$ cat src/rtl/game_message_typewriter.sv
// Message typewriter: clears the character buffer, then writes the selected message one letter
// at a time, paced by start-of-frame pulses. All outputs come straight from registers.
module game_message_typewriter #(
  parameter int unsigned MaxLen         = 16,
  parameter int unsigned LetterW        = 6,
  parameter int unsigned TicksPerLetter = 4
) (
  input  logic                      clk_i,
  input  logic                      reset_i,
  input  logic                      start_i,
  input  logic [1:0]                msg_id_i,
  input  logic                      start_of_frame_i,
  input  logic                      wr_ready_i,
  output logic                      wr_en_o,
  output logic [$clog2(MaxLen)-1:0] wr_addr_o,
  output logic [LetterW-1:0]        wr_letter_o,
  output logic                      busy_o,
  output logic                      done_o
);

  localparam int unsigned AddrW = $clog2(MaxLen);
  localparam int unsigned LenW  = $clog2(MaxLen + 1);
  localparam int unsigned TickW = $clog2(TicksPerLetter + 1);

  typedef enum logic [2:0] {StIdle, StClear, StWaitTick, StWrite, StDone} state_e;

  state_e             state_q;
  logic [1:0]         msg_q;
  logic [AddrW-1:0]   clr_cnt_q;
  logic [AddrW-1:0]   idx_q;
  logic [TickW-1:0]   tick_cnt_q;
  logic               wr_en_q;
  logic [AddrW-1:0]   wr_addr_q;
  logic [LetterW-1:0] wr_letter_q;
  logic               busy_q;
  logic               done_q;

  logic [LenW-1:0]    rom_len;
  logic [LetterW-1:0] rom_letter;
  logic               last_letter;

  function automatic logic [LenW-1:0] rom_len_f(input logic [1:0] msg);
    unique case (msg)
      2'd0:    return LenW'(6);
      2'd1:    return LenW'(4);
      2'd2:    return LenW'(3);
      default: return '0;
    endcase
  endfunction

  function automatic logic [LetterW-1:0] rom_letter_f(input logic [1:0] msg, input int i);
    unique case (msg)
      2'd0: begin
        case (i)
          0:       return LetterW'(14);
          1:       return LetterW'(2);
          2:       return LetterW'(12);
          3:       return LetterW'(6);
          4:       return LetterW'(15);
          5:       return LetterW'(4);
          default: return '0;
        endcase
      end
      2'd1: begin
        case (i)
          0:       return LetterW'(7);
          1:       return LetterW'(1);
          2:       return LetterW'(13);
          3:       return LetterW'(5);
          default: return '0;
        endcase
      end
      2'd2: begin
        case (i)
          0:       return LetterW'(19);
          1:       return LetterW'(8);
          2:       return LetterW'(11);
          default: return '0;
        endcase
      end
      default: return '0;
    endcase
  endfunction

  always_comb begin
    rom_len     = rom_len_f(msg_q);
    rom_letter  = rom_letter_f(msg_q, int'(idx_q));
    last_letter = (LenW'(idx_q) + LenW'(1)) == rom_len;
  end

  always_ff @(posedge clk_i or posedge reset_i) begin
    if (reset_i) begin
      state_q     <= StIdle;
      msg_q       <= '0;
      clr_cnt_q   <= '0;
      idx_q       <= '0;
      tick_cnt_q  <= '0;
      wr_en_q     <= 1'b0;
      wr_addr_q   <= '0;
      wr_letter_q <= '0;
      busy_q      <= 1'b0;
      done_q      <= 1'b0;
    end else begin
      done_q <= 1'b0;
      unique case (state_q)
        StIdle: begin
          if (start_i) begin
            msg_q       <= msg_id_i;
            clr_cnt_q   <= '0;
            state_q     <= StClear;
            busy_q      <= 1'b1;
            wr_en_q     <= 1'b1;
            wr_addr_q   <= '0;
            wr_letter_q <= '0;
          end
        end
        StClear: begin
          if (wr_ready_i) begin
            if (clr_cnt_q == AddrW'(MaxLen - 1)) begin
              wr_en_q <= 1'b0;
              if (rom_len == '0) begin
                state_q <= StDone;
                done_q  <= 1'b1;
                busy_q  <= 1'b0;
              end else begin
                idx_q      <= '0;
                tick_cnt_q <= '0;
                state_q    <= StWaitTick;
              end
            end else begin
              clr_cnt_q <= clr_cnt_q + AddrW'(1);
              wr_addr_q <= clr_cnt_q + AddrW'(1);
            end
          end
        end
        StWaitTick: begin
          // Frame pulses only count here; CLEAR and WRITE ignore them.
          if (start_of_frame_i) begin
            if (tick_cnt_q == TickW'(TicksPerLetter - 1)) begin
              tick_cnt_q  <= '0;
              state_q     <= StWrite;
              wr_en_q     <= 1'b1;
              wr_addr_q   <= idx_q;
              wr_letter_q <= rom_letter;
            end else begin
              tick_cnt_q <= tick_cnt_q + TickW'(1);
            end
          end
        end
        StWrite: begin
          if (wr_ready_i) begin
            wr_en_q <= 1'b0;
            if (last_letter) begin
              state_q <= StDone;
              done_q  <= 1'b1;
              busy_q  <= 1'b0;
            end else begin
              idx_q   <= idx_q + AddrW'(1);
              state_q <= StWaitTick;
            end
          end
        end
        StDone: begin
          state_q <= StIdle;
        end
        default: begin
          state_q <= StIdle;
        end
      endcase
    end
  end

  assign wr_en_o     = wr_en_q;
  assign wr_addr_o   = wr_addr_q;
  assign wr_letter_o = wr_letter_q;
  assign busy_o      = busy_q;
  assign done_o      = done_q;

endmodule
$ cat config.mk
export PLATFORM = sky130hd
export DESIGN_NAME = game_message_typewriter
export DESIGN_NICKNAME = d
export VERILOG_FILES = /design/src/rtl/game_message_typewriter.sv
export SDC_FILE = /design/constraint.sdc
export NUM_CORES = 1
export LEC_CHECK = 0
export CAP_MARGIN = 20
export CORE_ASPECT_RATIO = 0.9
export CORE_MARGIN = 1.5
export CORE_UTILIZATION = 59
export CTS_CLUSTER_DIAMETER = 50
export DETAILED_ROUTE_END_ITERATION = 10
export GPL_TIMING_DRIVEN = 0
export PLACE_DENSITY = 0.84
export SLEW_MARGIN = 20
export SYNTH_ARGS = -nofsm -noshare
export SYNTH_HDL_FRONTEND = slang
export SYNTH_SLANG_ARGS = --single-unit
export TNS_END_PERCENT = 20
$ cat constraint.sdc
create_clock -name clk_i -period 3.2 [get_ports clk_i]
set_input_delay 0.64 -clock clk_i [delete_from_list [all_inputs] [get_ports clk_i]]
set_output_delay 0.64 -clock clk_i [all_outputs]
set_load 0.03 [all_outputs]
Yosys cells after proc, flatten, opt, wreduce, memory -nomap -nowiden
Index checks and enable logic that the tools add are counted.

Bits in registers: 29. Word-level logic and storage cells: 114. Output and inout bits: 13.

Mux-type cells: 56. Add/subtract/negate cells: 4. Reductions and logical operators: 20. Eq/ne operators: 24.

Operators with widths (count): 4-bit 2-to-1 mux (10); 3-bit 2-to-1 mux (13); 4-bit one-hot mux with 6 select lines (1); 2-bit != test (second input constant) (11); 6-bit 2-to-1 mux (3); 6-bit one-hot mux with 3 select lines (1); 6-bit AND reduction (3); 1-bit 2-to-1 mux (16); 4-bit one-hot mux with 2 select lines (2); 4-bit one-hot mux with 4 select lines (1); 5-bit one-hot mux with 3 select lines (1); 7-bit AND reduction (2); 3-bit one-hot mux with 4 select lines (1); 4-bit one-hot mux with 3 select lines (1); 6-bit one-hot mux with 2 select lines (1); 3-bit by 2-bit equality test with 1-bit output (second input constant) (3); 3-bit one-hot mux with 3 select lines (1); 4-bit by 1-bit adder with 4-bit output (second input constant) (2); 4-bit by 2-bit equality test with 1-bit output (second input constant) (2); 4-bit by 3-bit equality test with 1-bit output (second input constant) (2); 4-bit AND reduction (2); 2-bit nonzero test (4); 3-bit one-hot mux with 2 select lines (1); 3-bit nonzero test (2); 18 further kinds (18).

Logic depth before layout (Yosys ltp)
Word-level depth: 7. Depth in mapped cells: 7. Mapped depth without buffers: 7.

Worst setup path before layout
No wires, ideal clock.

Kind: reg-to-reg. Start point: register idx_q[0]. End point: register idx_q[2]. Buffers on the path: 0. Cell stages (with the launch flop): 8. Setup slack: 1202 ps. Arrival: 1872 ps. Cell sequence: dfrtp_1 > inv_1 > ha_1 > a21boi_0 > mux2i_1 > or3_1 > and4_1 > a221o_1.

Word-level cells in the longest chain between the ends: 4. Elaborated cells between the ends (all ways): 8. Classes of those cells: add/sub: 2; eq/ne: 2; mux: 3; reduce/logical: 1.

RTL lines: start, declared (line 30) `logic [AddrW-1:0] idx_q;`; start signal, assigned (line 158) `idx_q <= idx_q + AddrW'(1);`; 4-bit by 1-bit adder with 5-bit output or 4-bit by 1-bit adder with 4-bit output (tied branches) (line 88, 158); 5-bit equality test or 4-bit 2-to-1 mux (tied branches) (line 88, 153); 2-bit != test (no source line) or 4-bit 2-to-1 mux (tied branches); 6-bit AND reduction (no source line) or 4-bit one-hot mux with 2 select lines (tied branches).

Parallel ways exist; a longest one is shown, timed or not. The select of a mux whose other input is x is not followed. A chain may end at the register's enable or synchronous reset.

Worst setup path after layout
Ends and elaborated chain as after synthesis.

==> impl_metrics.toml <==
[critical_path]
r2r-start = "idx_q[0]$_DFFE_PP0P_"
end_kind = "register"
startpoint = "idx_q[0]$_DFFE_PP0P_"
critPathLaunchType = "register"
critPathKind = "reg -> reg"
crit_arrival_ps = 2440
path_max_fanout = 7
required_ps = 3430

[detailed_routing]
antenna_left = 0
drt-wirelength-per-cell_um = 15.0
vias_per_cell = 6.24
postRouteWirelength_um = 3490
drc = 0
vias = 1454
drt-pass1-iter-count = 4
first_iter_violations = 71

[clock_network]
htree_num_levels = 1
cts_tree = "yes"
numCtsBuffers = 3
holdBufCountCts = 0
cts_resized = 0
cts_root_buffer = "clkbuf_4"
clkSlewWorstSetupHoldPaths_ps = 150
cts_sinks = 28
clockBufferDepth = 2
cts_setup_buffers = 0
clock_latency_ps = 330

[timing]
whs_ps = 488
setup_violations = 0
post-route-period-util_pct = 69.1
fin_tns_setup_ps = 0
timing.final.hold_violations = 0
min_period_ps = 2210
rsz0062_at_grt = "false"
clock_skew_ps = 5.34
maxSlewViolCount = 0
max_freq_mhz = 453
tightest_slew_ps = 573
relSlewSlack_pct = 61.8

[place]
dp_hpwl_um = 2580
placed_cells = 229
place.gp.congestion = 0.896
io_buffer_count = 17
dpl_cell_area_um2 = 1870

[synth]
yosysTopAreaCellShare_pct = 42.1
synthCells = 182
avgSynthCellArea_um2 = 9.14
synth.distinct_cells = 46
post-synth-top-count-cell = "dfrtp_1"
synth_fp_nets = 195
syn-cell-area_um2 = 1660
seq_area_frac_synth_pct = 42.1
ys_warn_count = 0
yosys-top-cells-area = "dfrtp_1, ha_1, nor2_1, mux2_2, o21ai_0"
synth_edf_count = 0
synth_largest_area_cell = "dfrtp_1"
ys_seq_elements = 28
synth_flop_cell = "dfrtp_1"
ys_top_cells_by_count = "dfrtp_1, nor2_1, nand2_1, o21ai_0"
postSynth.asyncResetShare_pct = 100

[power_and_ir_drop]
max-vdd-ir-drop_mv = 0.538
power_switching_uw = 836
combPwrFrac_pct = 60.5
leakage_uw = 0.000898
p_int_uw = 1000
power_switching_share_pct = 45.4
pwr-share-seq_pct = 30.1
power_per_cell_area_nw_per_um2 = 964
power.share.clock_pct = 9.4

[floorplanning]
die_h_um = 53.4
die-area_um2 = 3150
core_area_um2 = 2700
io_pins = 20
die_w_um = 59.0
start_util_pct = 61.6
rows = 18

[final_layout]
final_util_pct = 70.6
design_area_um2 = 1910
diodes = 0
layout.nets = 217
area_growth_pct = 14.7
fin_cells = 233
drive_above_1_share_pct = 9.85

[run]
maxCapViolations = 0

[worst_hold_path]
hp-class = "reg -> reg"
hp-start = "wr_letter_o[4]$_DFFE_PP0P_"

[global_route]
grt_overflow_total = 0
grt_pass1_wl_um = 5840
grt_start_max_net_pins = 29
grt_use_total_pct = 24.2
grt_pass1_vias = 1321
antenna_found_initial = 0

[outcome]
outcome = "finished clean"
==> cells in the final DEF, fill, tap and decap left out, drive strengths merged, types with 2 or more instances in the layout <==
cell type	instances
xor2	2
o31ai	2
o21ai	12
dfrtp	28
and3	3
buf	4
a21oi	7
ha	6
clkdlybuf4s50	17
a32o	2
nor2b	3
or3	3
nand3	10
nor3	4
a21boi	3
clkbuf	10
nor2	18
mux2	6
a211o	2
nand2	16
mux2i	3
a31oi	2
nand4	2
nand2b	4
a22o	5
inv	10
==> power groups by stage <==
stage,Clock (µW),Sequential [µW],Combinational [µW]
detailed placement,0,561,1100
global placement,0,555,1060
global route,188,570,1230
floorplan,0,655,707
finish,172,555,1110
CTS,178,555,1100
==> stage by stage <==
stage | setup slack [ps] | total power, µW
CTS | 997 | 1830
floorplan | 1200 | 1360
global placement | 821 | 1620
finish | 990 | 1840
global route | 850 | 1990
detailed placement | 800 | 1660
==> area by class of cell <==
cell class | count | area (µm²)
Sequential cell | 28 | 701
Tap cell | 30 | 37.5
Buffer | 10 | 46.3
Multi-Input combinational cell | 134 | 880
Inverter | 10 | 37.5
Fill cell | 215 | 795
Timing Repair Buffer | 17 | 170
Clock buffer | 4 | 36.3
==> registers in the layout, indices dropped and copies added (netlist names) <==
register,count
wr_letter_o,5
clr_cnt_q,4
idx_q,4
wr_addr_o,4
state_q,3
tick_cnt_q,3
msg_q,2
busy_o,1
done_o,1
wr_en_o,1
==> final timing paths <==
| check | endpoint | slack, ps | depth (start not counted) |
|---|---|---|---|
| setup / recovery | idx_q[2]$_DFFE_PP0P_ | 990 | 7 |
| hold / removal | wr_letter_o[4]$_DFFE_PP0P_ | 490 | 2 |
| setup reg to reg | idx_q[2]$_DFFE_PP0P_ | 990 | 7 |
| hold reg to reg | wr_letter_o[4]$_DFFE_PP0P_ | 490 | 2 |
| max in group asynchronous | idx_q[2]$_DFFE_PP0P_ | 2140 | 2 |
| min in group asynchronous | busy_o$_DFFE_PP0P_ | 670 | 2 |
==> cells by family (layout without fill, tap and decap cells) <==
family	after synthesis	after routing	share of synthesized area [%]
buffers and inverters	20	41	5.04
flip-flops	28	28	42.1
XOR/XNOR	4	4	3.01
multiplexers	9	9	5.86
AND/OR/NAND/NOR	68	68	20.1
other	1	1	0.225
adder cells (fa/ha/maj)	6	6	4.51
AO/OA/AOI/OAI	46	46	19.2
==> layer usage <==
metal	vias up	part of all wire [%]	global-route usage [%]
met2	55	48	38.9
met4	0	1.1	6.82
met5	-	0	0
met1	704	45	34.3
li1	687	-	-
met3	8	5.3	2.93
==> worst max-delay path, cell delays in order, from the launching register on <==
cell      delay, ps
dfrtp_1         500
inv_1           120
ha_1            320
a21boi_0        180
mux2i_1         110
or3_1           420
and4_1          210
a221o_1         250
(Power assumes the default switching activity.)
==> RTL change, RTL diff (config.mk and constraints unchanged) <==
Make the reset (`reset_i`) synchronous in one clocked block.
--- a/src/rtl/game_message_typewriter.sv
+++ b/src/rtl/game_message_typewriter.sv
@@ -90,3 +90,3 @@
 
-  always_ff @(posedge clk_i or posedge reset_i) begin
+  always_ff @(posedge clk_i) begin
     if (reset_i) begin
Formal check against the unedited RTL: differs if reset_i is asserted again (counterexample within 4 cycles, from zero or initial values and one cycle with reset_i high); with reset_i held inactive, the same outputs for 10 cycles.
==> RTL change against the unedited design <==
- routed wire length increased by 15%
- clock skew hardly changed
- non-clock buffer count up 1
- setup slack lost 170 ps
- final cell count is 6.0% higher
- maximum frequency is 7.2% lower
- sequential cell count stayed put
- synthesized area down 3.9%
- design area shrank 3.7%
- first-iteration DRC count increased by 59%
- critical path type unchanged
Power is not compared: it rests on default switching activity, and its combinational part moved more than twofold at a synthesized area within 25%.
==> RTL change: results (changes against the unedited design) <==
- Status: finished clean (unchanged)
- Reg-to-Reg End: idx_q[2] (unchanged)
- Total Routing Usage GR: 28.6% (was 24.2%)
- Sequential-to-total area share from yosys stat: 35.1% (was 42.1%)
- Post-CTS setup buffer count: 0 (unchanged)
- Setup Skew: 5.31 ps (was 5.34 ps)
- Worst path slowest cell: or4_1 (was dfrtp_1)
- Vias in the first global route: 1403 (was 1321)
- WP data arrival: 2620 ps (was 2440 ps)
- Min-delay src: wr_letter_o[0] (was wr_letter_o[4])
- Worst Tran Pin Value: 593 ps (was 573 ps)
- Fill count: 220 (was 215)
- Unique masters post-synth: 45 (was 46)
- Ranking of synthesized cells by area: dfxtp_1 35%, nor2_1 5.4%, a21oi_1 5.3%, ha_1 4.7%, mux2i_1 3.8% (was dfrtp_1 42%, ha_1 4.5%, nor2_1 4.1%, mux2_2 4.1%, o21ai_0 3.6%)
- Share of layout cells above drive strength 1: 5.94% (was 9.85%)
- Top cells by count, synth: 28 x dfxtp_1, 23 x nor2_1, 17 x a21oi_1, 11 x nand2_1, 11 x nand3_1 (was 28 x dfrtp_1, 18 x nor2_1, 16 x nand2_1, 12 x o21ai_0)
- Met3 WL post-DR: 317 µm (was 185 µm)
- Max FFs per register: 5 (unchanged)
- Met2 routed WL: 1.77 mm (was 1.69 mm)
- Global-route wire length before repair: 6.58 mm (was 5.84 mm)
- Hpwl dp: 2.95 mm (was 2.58 mm)
- DRT met1 WL: 1.90 mm (was 1.58 mm)
- Initial DRC Count: 113 (was 71)
- Largest fanout on the critical path: 8 (was 7)
- I/O Buffers: 18 (was 17)
- Primary FF master, synth: dfxtp_1 (was dfrtp_1)
- Largest net degree at the start of global routing: 15 (was 29)
- Total Nets Final: 234 (was 217)
- Synth Warn #: 0 (unchanged)
- Worst R2R Setup Slack: 820 ps (was 990 ps)
- Slowest cell delay on critical path: 540 ps (was 500 ps)
- Syn Nets: 211 (was 195)
- Clock root buffer: clkbuf_4 (unchanged)
- WL per Instance: 16.3 µm (was 15.0 µm)
- Via density: 6.27 (was 6.24)
- GPL Wtd Cong: 0.953 (was 0.896)
- FFs w/ async S/R, synth: 0% (was 100%)
- Num CTS Buffers: 3 (unchanged)
==> RTL change: cell types whose count changed in the layout (fill, tap and decap cells not counted), sizes merged, moves of 4 or more <==
cell   change
a21oi     +10
a22o       -5
a31oi      +4
dfrtp     -28
dfxtp     +28
inv        -5
mux2       -4
nand2      -5
nor2       +5
nor2b      +6
nor3       +6
==> RTL change: cell families after synthesis <==
logic type,Yosys count,synth area share (%)
DFF,28,35.1
adders and majority gates,6,4.69
AOI/OAI and AO/OA,50,19.5
muxes,8,5.16
buffers and inverters,15,4.15
xor gates and xnor gates,5,2.74
other,1,0.235
and+or+nand+nor,85,28.5
==> RTL change: how the worst max path moves through the flow <==
stage,endpoint,cells after the start,slack (ps),startpoint
detailed placement,wr_addr_o[0],6,760,start_i
global route,idx_q[2],7,720,idx_q[0]
global placement,wr_addr_o[0],6,790,start_of_frame_i
CTS,idx_q[2],7,840,idx_q[0]
floorplan,idx_q[2],7,1110,idx_q[0]
finish,idx_q[2],7,820,idx_q[0]
==> RTL change: cell type report <==
cell class | count | area (µm²) | share of cell area, %
Buffer | 10 | 47.5 | 2.59
Tap cell | 28 | 35.0 | 1.91
Multi-Input combinational cell | 155 | 972 | 52.9
Inverter | 5 | 18.8 | 1.02
Timing Repair Buffer | 18 | 180 | 9.81
Sequential cell | 28 | 561 | 30.5
Clock buffer | 3 | 22.5 | 1.23
==> RTL change: power groups by stage <==
stage	registers, mW	logic, mW	clock network, mW
2_1_floorplan	0.385	0.0556	0
3_3_place_gp	0.373	0.0998	0
3_5_place_dp	0.374	0.102	0
4_1_cts	0.366	0.103	0.150
5_1_grt	0.368	0.114	0.162
6_report	0.367	0.104	0.147
==> RTL change: metal layers <==
metal  track usage, %  vias up
li1                 -      758
met1             39.5      722
met2             45.1       62
met3             5.93        7
met4             8.14        0
met5                0        -
==> RTL change: worst reg2reg max path, stage by stage, from the launching register on <==
cell     delay (ps)
dfxtp_1         500
inv_1           150
ha_1            370
nor2b_1         150
a21oi_1         110
or4_1           540
nand3_1         130
mux2_1          330
==> RTL change: stage by stage <==
step,setup slack (ps),hold slack (ps),instances
after floorplan,1110,452,198
after global placement,786,442,244
after detailed placement,758,445,244
after CTS,838,462,247
after global routing,716,488,247
final,819,463,247
